## src/rtl/cla_slice_sequencer.sv

```systemverilog
// cla_slice_sequencer
//   Multi-cycle wide adder: computes {cout,sum} = x + y + cin one SLICE-bit
//   carry-lookahead slice per clock, LSB slice first, with a registered
//   inter-slice carry. Operands are latched on an in_valid/in_ready handshake
//   and the result is presented on an out_valid/out_ready handshake.
//
// Parameters
//   WIDTH  operand/sum width (integer multiple of SLICE)
//   SLICE  bits computed per cycle (>= 1)
//
// Ports
//   clk, rst            rising-edge clock, synchronous active-high reset
//   in_valid, in_ready  operand handshake (in_ready high only in IDLE)
//   x, y, cin           operands and carry-in
//   out_valid,out_ready result handshake
//   sum, cout           registered result
//   busy                high in RUN or DONE
//   ovf                 signed overflow flag (only with CLA_SEQ_OVF_FLAG_EN)
//   slice_idx           slice currently being computed (debug)
//
// Optional feature macro: CLA_SEQ_OVF_FLAG_EN adds the registered ovf output.
module cla_slice_sequencer #(
  parameter int WIDTH = 12,
  parameter int SLICE = 3,
  localparam int NS = WIDTH / SLICE,
  localparam int IW = (NS > 1) ? $clog2(NS) : 1
) (
  input  logic             clk,
  input  logic             rst,
  input  logic             in_valid,
  output logic             in_ready,
  input  logic [WIDTH-1:0] x,
  input  logic [WIDTH-1:0] y,
  input  logic             cin,
  output logic             out_valid,
  input  logic             out_ready,
  output logic [WIDTH-1:0] sum,
  output logic             cout,
  output logic             busy,
`ifdef CLA_SEQ_OVF_FLAG_EN
  output logic             ovf,
`endif
  output logic [IW-1:0]    slice_idx
);

  typedef enum logic [1:0] {IDLE, RUN, DONE} state_t;

  state_t           state;
  logic [WIDTH-1:0] xr, yr;
  logic             carry;

  logic [SLICE-1:0] a, b, g, p, s;
  logic [SLICE:0]   c;

  // Lookahead slice: every carry is a flat sum of products of the slice
  // generate/propagate terms and the slice carry-in, not a ripple.
  always_comb begin
    logic acc, term;
    a = SLICE'(xr >> (slice_idx * SLICE));
    b = SLICE'(yr >> (slice_idx * SLICE));
    g = a & b;
    p = a | b;
    c = '0;
    c[0] = carry;
    for (int unsigned i = 0; i < SLICE; i++) begin
      acc = carry;
      for (int unsigned m = 0; m <= i; m++) acc = acc & p[m];
      for (int unsigned j = 0; j <= i; j++) begin
        term = g[j];
        for (int unsigned m = j + 1; m <= i; m++) term = term & p[m];
        acc = acc | term;
      end
      c[i+1] = acc;
    end
    s = a ^ b ^ c[SLICE-1:0];
  end

  always_ff @(posedge clk) begin
    if (rst) begin
      state     <= IDLE;
      in_ready  <= 1'b1;
      out_valid <= 1'b0;
      busy      <= 1'b0;
      sum       <= '0;
      cout      <= 1'b0;
      slice_idx <= '0;
      carry     <= 1'b0;
      xr        <= '0;
      yr        <= '0;
`ifdef CLA_SEQ_OVF_FLAG_EN
      ovf       <= 1'b0;
`endif
    end else begin
      case (state)
        IDLE: begin
          if (in_valid) begin
            xr        <= x;
            yr        <= y;
            carry     <= cin;
            slice_idx <= '0;
            sum       <= '0;
            in_ready  <= 1'b0;
            busy      <= 1'b1;
`ifdef CLA_SEQ_OVF_FLAG_EN
            ovf       <= 1'b0;
`endif
            state     <= RUN;
          end
        end
        RUN: begin
          sum[slice_idx*SLICE +: SLICE] <= s;
          carry <= c[SLICE];
          if (slice_idx == IW'(NS - 1)) begin
            cout      <= c[SLICE];
`ifdef CLA_SEQ_OVF_FLAG_EN
            ovf       <= c[SLICE-1] ^ c[SLICE];
`endif
            out_valid <= 1'b1;
            state     <= DONE;
          end else begin
            slice_idx <= slice_idx + IW'(1);
          end
        end
        DONE: begin
          if (out_ready) begin
            out_valid <= 1'b0;
            in_ready  <= 1'b1;
            busy      <= 1'b0;
            state     <= IDLE;
          end
        end
        default: begin
          state     <= IDLE;
          in_ready  <= 1'b1;
          out_valid <= 1'b0;
          busy      <= 1'b0;
        end
      endcase
    end
  end

endmodule

```

## config.mk

```make
export PLATFORM = sky130hd
export DESIGN_NAME = cla_slice_sequencer
export DESIGN_NICKNAME = d
export VERILOG_FILES = /design/src/rtl/cla_slice_sequencer.sv
export SDC_FILE = /design/constraint.sdc
export NUM_CORES = 1
export LEC_CHECK = 0
export ABC_AREA = 1
export CORE_MARGIN = 5
export CORE_UTILIZATION = 52
export CTS_BUF_LIST = sky130_fd_sc_hd__clkbuf_8
export DETAILED_ROUTE_END_ITERATION = 8
export PLACE_DENSITY = 0.87
export SLEW_MARGIN = 15
export SYNTH_ARGS = -nofsm -noshare
export SYNTH_HDL_FRONTEND = slang
export SYNTH_SLANG_ARGS = --single-unit
```

## constraint.sdc

```tcl
create_clock -name clk -period 2.3 [get_ports clk]
set_input_delay 0.46 -clock clk [delete_from_list [all_inputs] [get_ports clk]]
set_output_delay 0.46 -clock clk [all_outputs]
set_load 0.02 [all_outputs]
```

==> impl_results.rst <==
.. list-table::
   :header-rows: 1

   * - Metric
     - Value
   * - Run status
     - completed
   * - Number of buffers created by CTS
     - 5
   * - Number of instances in the synthesized netlist
     - 283
   * - Cell area after technology mapping
     - 0.00209 mm^2
   * - Data required time at the worst endpoint
     - 1.84 ns
   * - DR top layer
     - met4
   * - Max Clock Freq
     - 476 MHz
   * - Dominant cells by area after synthesis
     - sky130_fd_sc_hd__dfxtp_1 43%, sky130_fd_sc_hd__nor2_1 9.7%, sky130_fd_sc_hd__nand2_1 8.5%
   * - Leakage
     - 0.00113 uW
   * - Class of the most critical hold timing path
     - register to register
   * - Post-detail-place hpwl
     - 3400 um
   * - Htree depth
     - 2
   * - Sequential-to-total area share from yosys stat
     - 43.2%
   * - TNS Setup
     - 0 ns
   * - Post-detailed-placement cell area
     - 0.00259 mm^2
   * - Global-route congestion overflow total
     - 0
   * - Shortest period the worst path allows
     - 2.10 ns
   * - Final-layout fill cell count
     - 331
   * - Post-CTS Repair Setup Buffers
     - 0
   * - Routed wl met3
     - 290 um
   * - Cell with the biggest individual delay on the critical path
     - sky130_fd_sc_hd__clkdlybuf4s50_1
   * - Post-detailed-routing wire length
     - 4450 um
   * - Maximum net fanout on the critical path
     - 14
   * - Final setup slack of the worst path
     - 0.200 ns
   * - Most used cells in the layout excluding fill and tap cells
     - 54 x sky130_fd_sc_hd__nor2_1, 47 x sky130_fd_sc_hd__nand2_1, 46 x sky130_fd_sc_hd__clkdlybuf4s50_1, 45 x sky130_fd_sc_hd__dfxtp_1, 29 x sky130_fd_sc_hd__o21ai_0
   * - Fin. Hold Viols
     - 0
   * - Worst reg-to-reg setup slack
     - 0.22 ns
   * - Overall die area
     - 0.00538 mm^2
   * - Pwr per Cell Area
     - 704 mW/mm^2
   * - Via-per-instance ratio
     - 5.10
   * - Buffers added on ports
     - 46
   * - Chip width
     - 73.4 um
   * - Clock tree skew after final layout
     - 0.00716 ns
   * - Commonest non-fill, non-tap cell in the layout
     - sky130_fd_sc_hd__nor2_1
   * - CTS root buf
     - sky130_fd_sc_hd__clkbuf_8
   * - Top Family by Delay on Critical Path
     - buffers and inverters
   * - Endpoint class of the critical path
     - output port
   * - Top-Level Pins
     - 47
   * - TritonRoute pass-1 iters
     - 4
   * - Launching point of the worst reg2reg path
     - slice_idx[0]$_SDFFE_PP0P_
   * - Wire length per cell
     - 11.7 um
   * - Worst reg2reg endpoint
     - sum[4]$_SDFFE_PP0P_
   * - Signed area change from the synthesized netlist to the final layout
     - 30.6%
   * - Worst Max-Slew Pin Slew
     - 0.494 ns
   * - Crit path kind
     - register to output port
   * - Most area-hungry cell type in the Yosys netlist
     - sky130_fd_sc_hd__dfxtp_1
   * - Worst Min Path Start
     - out_valid$_SDFFE_PP0P_
   * - Maximum number of pins on one net before global-route repair
     - 27
   * - Via count
     - 1945
   * - WP depth
     - 2
   * - First-pass GRT wire length
     - 7220 um
   * - Vias in the first global route
     - 1625
   * - Post-DRT Antenna Nets
     - 0
   * - Delay of the slowest critical-path stage
     - 0.65 ns
   * - Number of register bits inferred by synthesis
     - 45
   * - Remaining DRCs
     - 0
   * - Endpoint of the worst setup timing path
     - slice_idx[0]
   * - Worst IR drop on VDD
     - 0.427 mV
   * - Standard cell core area
     - 0.00394 mm^2
   * - Count of yosys warnings during synthesis
     - 0
   * - Relative slew slack
     - 66.7%
   * - Portion of the clock cycle consumed by the worst path in the final layout
     - 91.3%
   * - Number of DRC markers after the initial detailed-route iteration
     - 138
   * - Effective utilization at floorplan
     - 52.9%
   * - Hold buffer count at CTS
     - 0
   * - Ratio of cells with drive above 1 in the final layout
     - 8.16%
   * - Minimum setup slack after placement
     - 0.241 ns
   * - Critical Path AT
     - 1.64 ns
   * - Avg Inst Size Synth
     - 7.37 um^2
   * - Number of maximum-capacitance violations
     - 0
   * - Syn nets
     - 323
   * - Cell Rows
     - 23
   * - # clock sinks
     - 45
   * - Worst-path cell chain
     - buf_4 -> clkdlybuf4s50_1
   * - Worst Path Buf+Inv
     - 2
   * - Worst-skew pair later-pin latency
     - 0.30 ns
   * - WHS Path Cells
     - 2
   * - Final slew viol count
     - 0
   * - Post-Route M1 WL
     - 1940 um
   * - Number of setup violations in the final report
     - 0
   * - TritonCTS clock tree
     - done
   * - RePlAce Congestion
     - 0.929
   * - FF-to-FF path depth
     - 10
   * - Final hold slack
     - 0.451 ns
   * - Antenna diode count
     - 0
   * - Antenna violations before repair
     - 0
   * - Synth unique cells
     - 29
   * - Nets@finish
     - 370
   * - Overall die height
     - 73.4 um
   * - Top-area cell type share of the netlist area
     - 43.2%
   * - Met2 WL post-DR
     - 2160 um
   * - Total routing resource utilization after global routing
     - 17.2%
   * - Final instance area
     - 0.00273 mm^2
   * - Clock tree buffer depth
     - 2
   * - Clock transition at the registers of the reported paths
     - 0.08 ns
   * - Start point of the critical path
     - slice_idx[0]$_SDFFE_PP0P_
   * - Worst setup SP type
     - register
   * - Number of gates resized after CTS
     - 0
## layer usage
| layer | up-vias | GRT usage (%) |
|---|---|---|
| met4 | 0 | 6.24 |
| met5 | - | 0 |
| met1 | 872 | 21.0 |
| li1 | 1007 | - |
| met2 | 59 | 28.9 |
| met3 | 7 | 4.65 |
## worst min-delay path, cell delays in order, from the launching register on
cell	delay (ns)
sky130_fd_sc_hd__dfxtp_1	0.32
sky130_fd_sc_hd__inv_1	0.05
sky130_fd_sc_hd__a21oi_1	0.05
## sequential cells by signal, summed over array words and instances, names as in the netlist
register and flops:
sum 12, xr 12, yr 12, slice_idx 2, state 2, busy 1, carry 1, cout 1
in_ready 1, out_valid 1
## cell families (layout without fill, tap and decap cells)
group                    Yosys count  in the layout  share of synthesized area, %
AND/OR/NAND/NOR                  119            119                          23.4
AO/OA/AOI/OAI                     65             65                          17.6
flip-flops                        45             45                          43.2
buffers and inverters             42             90                          8.51
adder cells (fa/ha/maj)           11             11                          6.95
XOR/XNOR                           1              1                         0.420
## worst min path at each step
stage | endpoint | slack [ns]
3_5_place_dp | out_valid$_SDFFE_PP0P_ | 0.45
5_1_grt | out_valid$_SDFFE_PP0P_ | 0.48
2_1_floorplan | xr[3]$_SDFFE_PP0P_ | 0.45
3_3_place_gp | out_valid$_SDFFE_PP0P_ | 0.44
6_report | out_valid$_SDFFE_PP0P_ | 0.45
4_1_cts | out_valid$_SDFFE_PP0P_ | 0.46
## synth_stat cells, drive strengths merged
cell type,n
a211oi,2
a21o,1
a21oi,23
a22oi,2
a32oi,6
buf,9
clkbuf,4
clkinv,1
dfxtp,45
fa,1
ha,10
inv,28
nand2,51
nand3,5
nand4,3
nor2,56
nor3,2
nor4,1
o211ai,1
o21ai,30
or2,1
xor2,1
## where the power goes
part           leakage [uW]  switching [uW]  internal (uW)
registers          0.000370            35.2            831
logic              0.000696             257            185
clock network     0.0000626             259            350
## metrics by stage
step	utilization (%)	instances	power, uW
global placement	65.8	373	1310
CTS	68.7	381	1920
global route	69.1	381	2020
floorplan	-	283	1170
finish	69.1	381	1920
detailed placement	65.8	373	1320
## cell type report
class | instances | area, um^2 | area share (%)
tap | 50 | 62.6 | 2.30
multi-input combinational | 196 | 1020 | 37.6
inverter | 29 | 109 | 3.99
timing repair buffer | 53 | 513 | 18.8
sequential | 45 | 901 | 33.1
clock buffer | 6 | 82.6 | 3.03
clock inverter | 2 | 33.8 | 1.24
Power figures use the tool's default switching activity.
